File: config.mk
export PLATFORM = sky130hd
export DESIGN_NAME = mar_burst
export DESIGN_NICKNAME = d
export VERILOG_FILES = /design/src/rtl/mar_burst.sv
export SDC_FILE = /design/constraint.sdc
export NUM_CORES = 1
export LEC_CHECK = 0
export BUFFER_PORTS_ARGS = -buffer_cell sky130_fd_sc_hd__buf_2
export CAP_MARGIN = 5
export CORE_MARGIN = 3
export CORE_UTILIZATION = 51
export CTS_CLUSTER_DIAMETER = 50
export DETAILED_ROUTE_END_ITERATION = 12
export GPL_ROUTABILITY_DRIVEN = 0
export PLACE_DENSITY = 0.79
export SLEW_MARGIN = 20
export SYNTH_ARGS = -nofsm -noshare
export SYNTH_HDL_FRONTEND = slang
export SYNTH_SLANG_ARGS = --single-unit
File: constraint.sdc
create_clock -name clk -period 2 [get_ports clk]
set_input_delay 0.6 -clock clk [delete_from_list [all_inputs] [get_ports clk]]
set_output_delay 0.6 -clock clk [all_outputs]
set_load 0.01 [all_outputs]
File: src/rtl/mar_burst.sv
// mar_burst -- memory address register for the SAP datapath.
//
// Captures addresses from the shared bus and supports base+offset indexing,
// increment/decrement stepping and an autonomous burst sequencer that walks a
// run of consecutive addresses.
//
// Ports:
//   clk          single clock, rising edge
//   rst          asynchronous, active-high reset
//   mar_write    load bus[ADDR_W-1:0] into the address register
//   base_write   load bus[ADDR_W-1:0] into the base register (any state)
//   mar_idx      load base + bus[ADDR_W-1:0]
//   mar_inc      step address up by one
//   mar_dec      step address down by one
//   burst_start  start burst: address bus[ADDR_W-1:0],
//                length bus[ADDR_W+CNT_W-1:ADDR_W]
//   burst_hold   stall the burst for this cycle
//   burst_abort  terminate the burst without a done pulse
//   bus          shared data bus
//   mar_out      registered address to RAM
//   burst_busy   high while the sequencer is in BURST
//   burst_done   registered one-cycle completion pulse
//   wrap         sticky address-wrap flag
module mar_burst #(
    parameter int                 BUS_W      = 16,
    parameter int                 ADDR_W     = 8,
    parameter int                 CNT_W      = 4,
    parameter logic [ADDR_W-1:0]  RESET_ADDR = '0
) (
    input  logic              clk,
    input  logic              rst,
    input  logic              mar_write,
    input  logic              base_write,
    input  logic              mar_idx,
    input  logic              mar_inc,
    input  logic              mar_dec,
    input  logic              burst_start,
    input  logic              burst_hold,
    input  logic              burst_abort,
    input  logic [BUS_W-1:0]  bus,
    output logic [ADDR_W-1:0] mar_out,
    output logic              burst_busy,
    output logic              burst_done,
    output logic              wrap
);

    typedef enum logic {
        IDLE  = 1'b0,
        BURST = 1'b1
    } state_t;

    state_t            state_reg, state_next;
    logic [ADDR_W-1:0] mar_reg, mar_next;
    logic [ADDR_W-1:0] base_reg, base_next;
    logic [CNT_W-1:0]  remaining_reg, remaining_next;
    logic              done_reg, done_next;
    logic              wrap_reg, wrap_next;

    logic [ADDR_W-1:0] bus_addr;
    logic [CNT_W-1:0]  burst_len;
    logic [ADDR_W-1:0] idx_sum;
    logic              idx_carry;
    logic              mar_all_ones;
    logic              mar_all_zero;

    assign bus_addr  = bus[ADDR_W-1:0];
    assign burst_len = bus[ADDR_W+CNT_W-1:ADDR_W];

    // Bus bits above the address and length fields carry nothing for this block.
    generate
        if (BUS_W > ADDR_W + CNT_W) begin : g_spare_bus
            logic unused_bus_bits;
            assign unused_bus_bits = ^bus[BUS_W-1:ADDR_W+CNT_W];
        end
    endgenerate

    // Extra bit on the sum exposes the carry that marks an indexing wrap.
    assign {idx_carry, idx_sum} = {1'b0, base_reg} + {1'b0, bus_addr};
    assign mar_all_ones         = (mar_reg == {ADDR_W{1'b1}});
    assign mar_all_zero         = (mar_reg == {ADDR_W{1'b0}});

    always_ff @(posedge clk or posedge rst) begin
        if (rst) begin
            state_reg     <= IDLE;
            mar_reg       <= RESET_ADDR;
            base_reg      <= '0;
            remaining_reg <= '0;
            done_reg      <= 1'b0;
            wrap_reg      <= 1'b0;
        end else begin
            state_reg     <= state_next;
            mar_reg       <= mar_next;
            base_reg      <= base_next;
            remaining_reg <= remaining_next;
            done_reg      <= done_next;
            wrap_reg      <= wrap_next;
        end
    end

    always_comb begin
        state_next     = state_reg;
        mar_next       = mar_reg;
        remaining_next = remaining_reg;
        done_next      = 1'b0;
        wrap_next      = wrap_reg;
        // The base register is outside the priority chain; mar_idx in the
        // same cycle still sees base_reg (the old value).
        base_next      = base_write ? bus_addr : base_reg;

        case (state_reg)
            IDLE: begin
                // A zero-length start is dropped entirely, letting lower
                // priority strobes in the same cycle take effect.
                if (burst_start && (burst_len != '0)) begin
                    mar_next       = bus_addr;
                    remaining_next = burst_len - CNT_W'(1);
                    wrap_next      = 1'b0;
                    if (burst_len == CNT_W'(1)) begin
                        done_next = 1'b1;
                    end else begin
                        state_next = BURST;
                    end
                end else if (mar_write) begin
                    mar_next  = bus_addr;
                    wrap_next = 1'b0;
                end else if (mar_idx) begin
                    mar_next  = idx_sum;
                    wrap_next = idx_carry;
                end else if (mar_inc && !mar_dec) begin
                    mar_next = mar_reg + ADDR_W'(1);
                    if (mar_all_ones) wrap_next = 1'b1;
                end else if (mar_dec && !mar_inc) begin
                    mar_next = mar_reg - ADDR_W'(1);
                    if (mar_all_zero) wrap_next = 1'b1;
                end
            end

            BURST: begin
                if (burst_abort) begin
                    state_next     = IDLE;
                    remaining_next = '0;
                end else if (!burst_hold) begin
                    mar_next       = mar_reg + ADDR_W'(1);
                    remaining_next = remaining_reg - CNT_W'(1);
                    if (mar_all_ones) wrap_next = 1'b1;
                    if (remaining_reg == CNT_W'(1)) begin
                        state_next = IDLE;
                        done_next  = 1'b1;
                    end
                end
            end

            default: state_next = IDLE;
        endcase
    end

    assign mar_out    = mar_reg;
    assign burst_busy = (state_reg == BURST);
    assign burst_done = done_reg;
    assign wrap       = wrap_reg;

endmodule
==> results by group <==
CTS
  – Worst-skew pair later-pin latency: 0.27 ns
  – H-tree depth: 1
  – Clock Sinks: 23
  – # hold bufs at CTS: 0
  – Clk buf depth: 2
  – CTS buffer count: 3
  – CTS tree: yes
  – CTS clock-pin slew for the worst setup and hold paths: about 0.090 ns
  – Clk root buf: clkbuf_8

Worst setup path
  – Startpoint types: input port
  – Crit path largest cell delay: 0.40 ns
  – CP Cell Sequence: buf_2, ha_4, inv_2, fa_2, nor2b_2, o31ai_4, buf_4, a311oi_2, o22ai_2
  – Delay-heaviest family, CP: adder cells
  – Req. time, crit path: 2.16 ns
  – Critical path capture point type: register
  – Buf/Inv on CP: 3
  – Slowest stage cell, crit path: fa_2
  – CP max FO: 3
  – Crit path DAT: 2.12 ns
  – Crit Path Class: input port to register

Routing
  – 1st-pass router iterations: 5
  – Wire length per cell: approximately 16 microns
  – Detail Route Antenna Nets: 0
  – Post-Route WL: approximately 5500 microns
  – Via/cell ratio: 6.113
  – Vias post-DR: 2048
  – DRC Markers: 0
  – DR iter-0 viols: 210

STA
  – Final cycle utilization of the critical path: 97.95%
  – Final setup viols: 0
  – Relative slew slack: approximately 73%
  – Final worst-path setup slack: a little over 0.04 ns
  – Final setup TNS: 0 ns
  – Fin. Hold Viols: 0
  – Worst Skew: ~0.011 ns
  – Period minus WS final: slightly below 2 ns
  – Slew @ Worst Pin: 0.4108 ns
  – RSZ-0062 raised after global routing: true
  – Max Transition Viols Final: 0
  – Fmax achieved: 510.5 MHz

Power and ir drop
  – Sw Share: 44.43%
  – VDD IR max: 0.4549 mV
  – Sequential share of power: 34.2%
  – Share of power burned in combinational logic: 53.7%
  – PwrDens: 974.4 nW/um^2
  – Pleak: 0.001132 uW
  – Clock power share: 12.1%
  – Int Pwr: 1380 uW
  – Power, Total: 2483 uW
  – Total net switching power: roughly 1100 uW

Logic synthesis
  – Most common cell in the netlist: dfrtp_1
  – Synth Register Bits: 23
  – Sequential cell area fraction in the yosys report: 27.58%
  – Leading area contributor after synthesis: dfrtp_1
  – Post-Syn Area: 2087 sq um
  – Top cells by area, synth: dfrtp_1 28%, ha_1 9.0%, mux2_2 3.8%, inv_1 3.4%, nor2_1 3.1%
  – Yosys cell types: 67
  – Most frequent cells after synthesis: 23 x dfrtp_1, 19 x inv_1, 17 x nor2_1
  – Syn_area_per_cell: 8.843 sq um
  – Post-synth ARST share: 100.0%
  – Synth top area share: 27.58%
  – Most used DFF post-synth: dfrtp_1
  – Mapped Nets: 278
  – Synth warn: 0
  – Cells after synthesis: around 240
  – Number of synthesized flops with an enable pin: 0

Floorplanning
  – Die width: 69.97 microns
  – DIE AREA: 4896 sq um
  – Top-level port count: 37
  – Rows: 22
  – Starting Density: 54.94%
  – Core area: 3799 sq um
  – Die H: 69.97 microns

Min path
  – Worst hold path class: input port to asynchronous set/reset pin

Final layout
  – Register area: 576.8 sq um
  – Area growth syn-to-layout: 22.12%
  – # fillers: 314
  – Area occupied by multi-input gates: 1436 sq um
  – Layout net count: 330
  – N_diodes: 0
  – Layout cell share with drive strength beyond 1: about a third
  – Util after Layout: around 67%

GRT
  – Gr usage total: 21.17%
  – Initial antenna violation count: 0
  – First-pass GRT wire length: 8514 microns
  – GRT overflow: 0
  – Vias in the first global route: 1810
  – Pin count of the biggest net entering global routing: 24

Placement
  – Pre-CTS setup slack: -0.2300 ns
  – Final HPWL DP: 4062 microns
  – Buffers on Ports: 32

Run
  – Max-cap violations: 0

Outcome
  – Status: complete, no violations
## worst paths after layout
kind	start	end	slack, ns	cells after the start
max reg2reg	base_reg[0]	wrap	0.09	8
max	bus[0]	mar_out[4]	0.04	9
min reg2reg	base_reg[7]	base_reg[7]	0.51	1
min in group clk	base_reg[7]	base_reg[7]	0.51	1
min	rst	base_reg[4]	0.36	3
max in group asynchronous	rst	mar_out[1]	1.38	3
## metrics by stage
stage	area (sq um)	hold WS [ns]	instances
2_1_floorplan	2093	0.4849	236
3_3_place_gp	2426	0.4932	329
3_5_place_dp	2426	0.5011	329
4_1_cts	2471	0.3675	333
5_1_grt	2549	0.4068	335
6_report	2549	0.3589	335
## cell usage in the layout (no fill, tap or decap), types with 3 or more instances in the layout
| cell type | instances |
|---|---|
| a21oi_2 | 3 |
| nor3_1 | 11 |
| nand3_1 | 4 |
| inv_2 | 3 |
| buf_4 | 26 |
| nor2_1 | 17 |
| a31oi_1 | 3 |
| o2111ai_1 | 4 |
| clkbuf_8 | 3 |
| o22ai_1 | 4 |
| mux2_2 | 7 |
| ha_1 | 13 |
| nand2b_1 | 5 |
| a21oi_1 | 7 |
| o21ai_0 | 11 |
| xnor2_1 | 6 |
| buf_2 | 32 |
| xor2_1 | 6 |
| o21ai_1 | 4 |
| inv_1 | 17 |
| nand2_1 | 12 |
| dfrtp_1 | 22 |
| nand4_1 | 4 |
| or3_1 | 3 |
## power groups by stage
stage	Sequential (uW)	Combinational, uW	Clock, uW
floorplan	794	901	0
global placement	839	1200	0
detailed placement	850	1230	0
CTS	840	1240	304
global route	871	1470	327
finish	849	1330	299
## routing by layer
metal	vias up	track usage, %	part of all wire [%]
met5	-	0	0
met4	0	4.468	1.3
met3	12	1.439	6.5
met2	91	33.89	47
met1	964	31.28	45
li1	981	-	-
## cells by family after synthesis
group	after synthesis	share of synthesized area [%]
compound gates	68	23.86
fa+ha+maj	16	9.952
flops	23	27.58
xor+xnor	12	5.036
simple gates	76	21.46
mux	10	5.276
buf+inv	31	6.834
## tightest hold or removal path, cell delays in order
cell and delay, ns:
buf_2 0.09, inv_1 0.04, buf_4 0.30
## layout make-up
type / count / area share, %
multi-input cells: 182 / 56.36
clock buffers: 4 / 1.767
flip-flops and latches: 23 / 22.63
repair buffers: 58 / 13.94
inverters: 20 / 2.946
well taps: 48 / 2.356
## timing repair
item,4_1_cts,5_1_grt
gates resized for setup,0,15
setup endpoints to repair,0,4
setup buffers,0,2
Power figures use the tool's default switching activity.
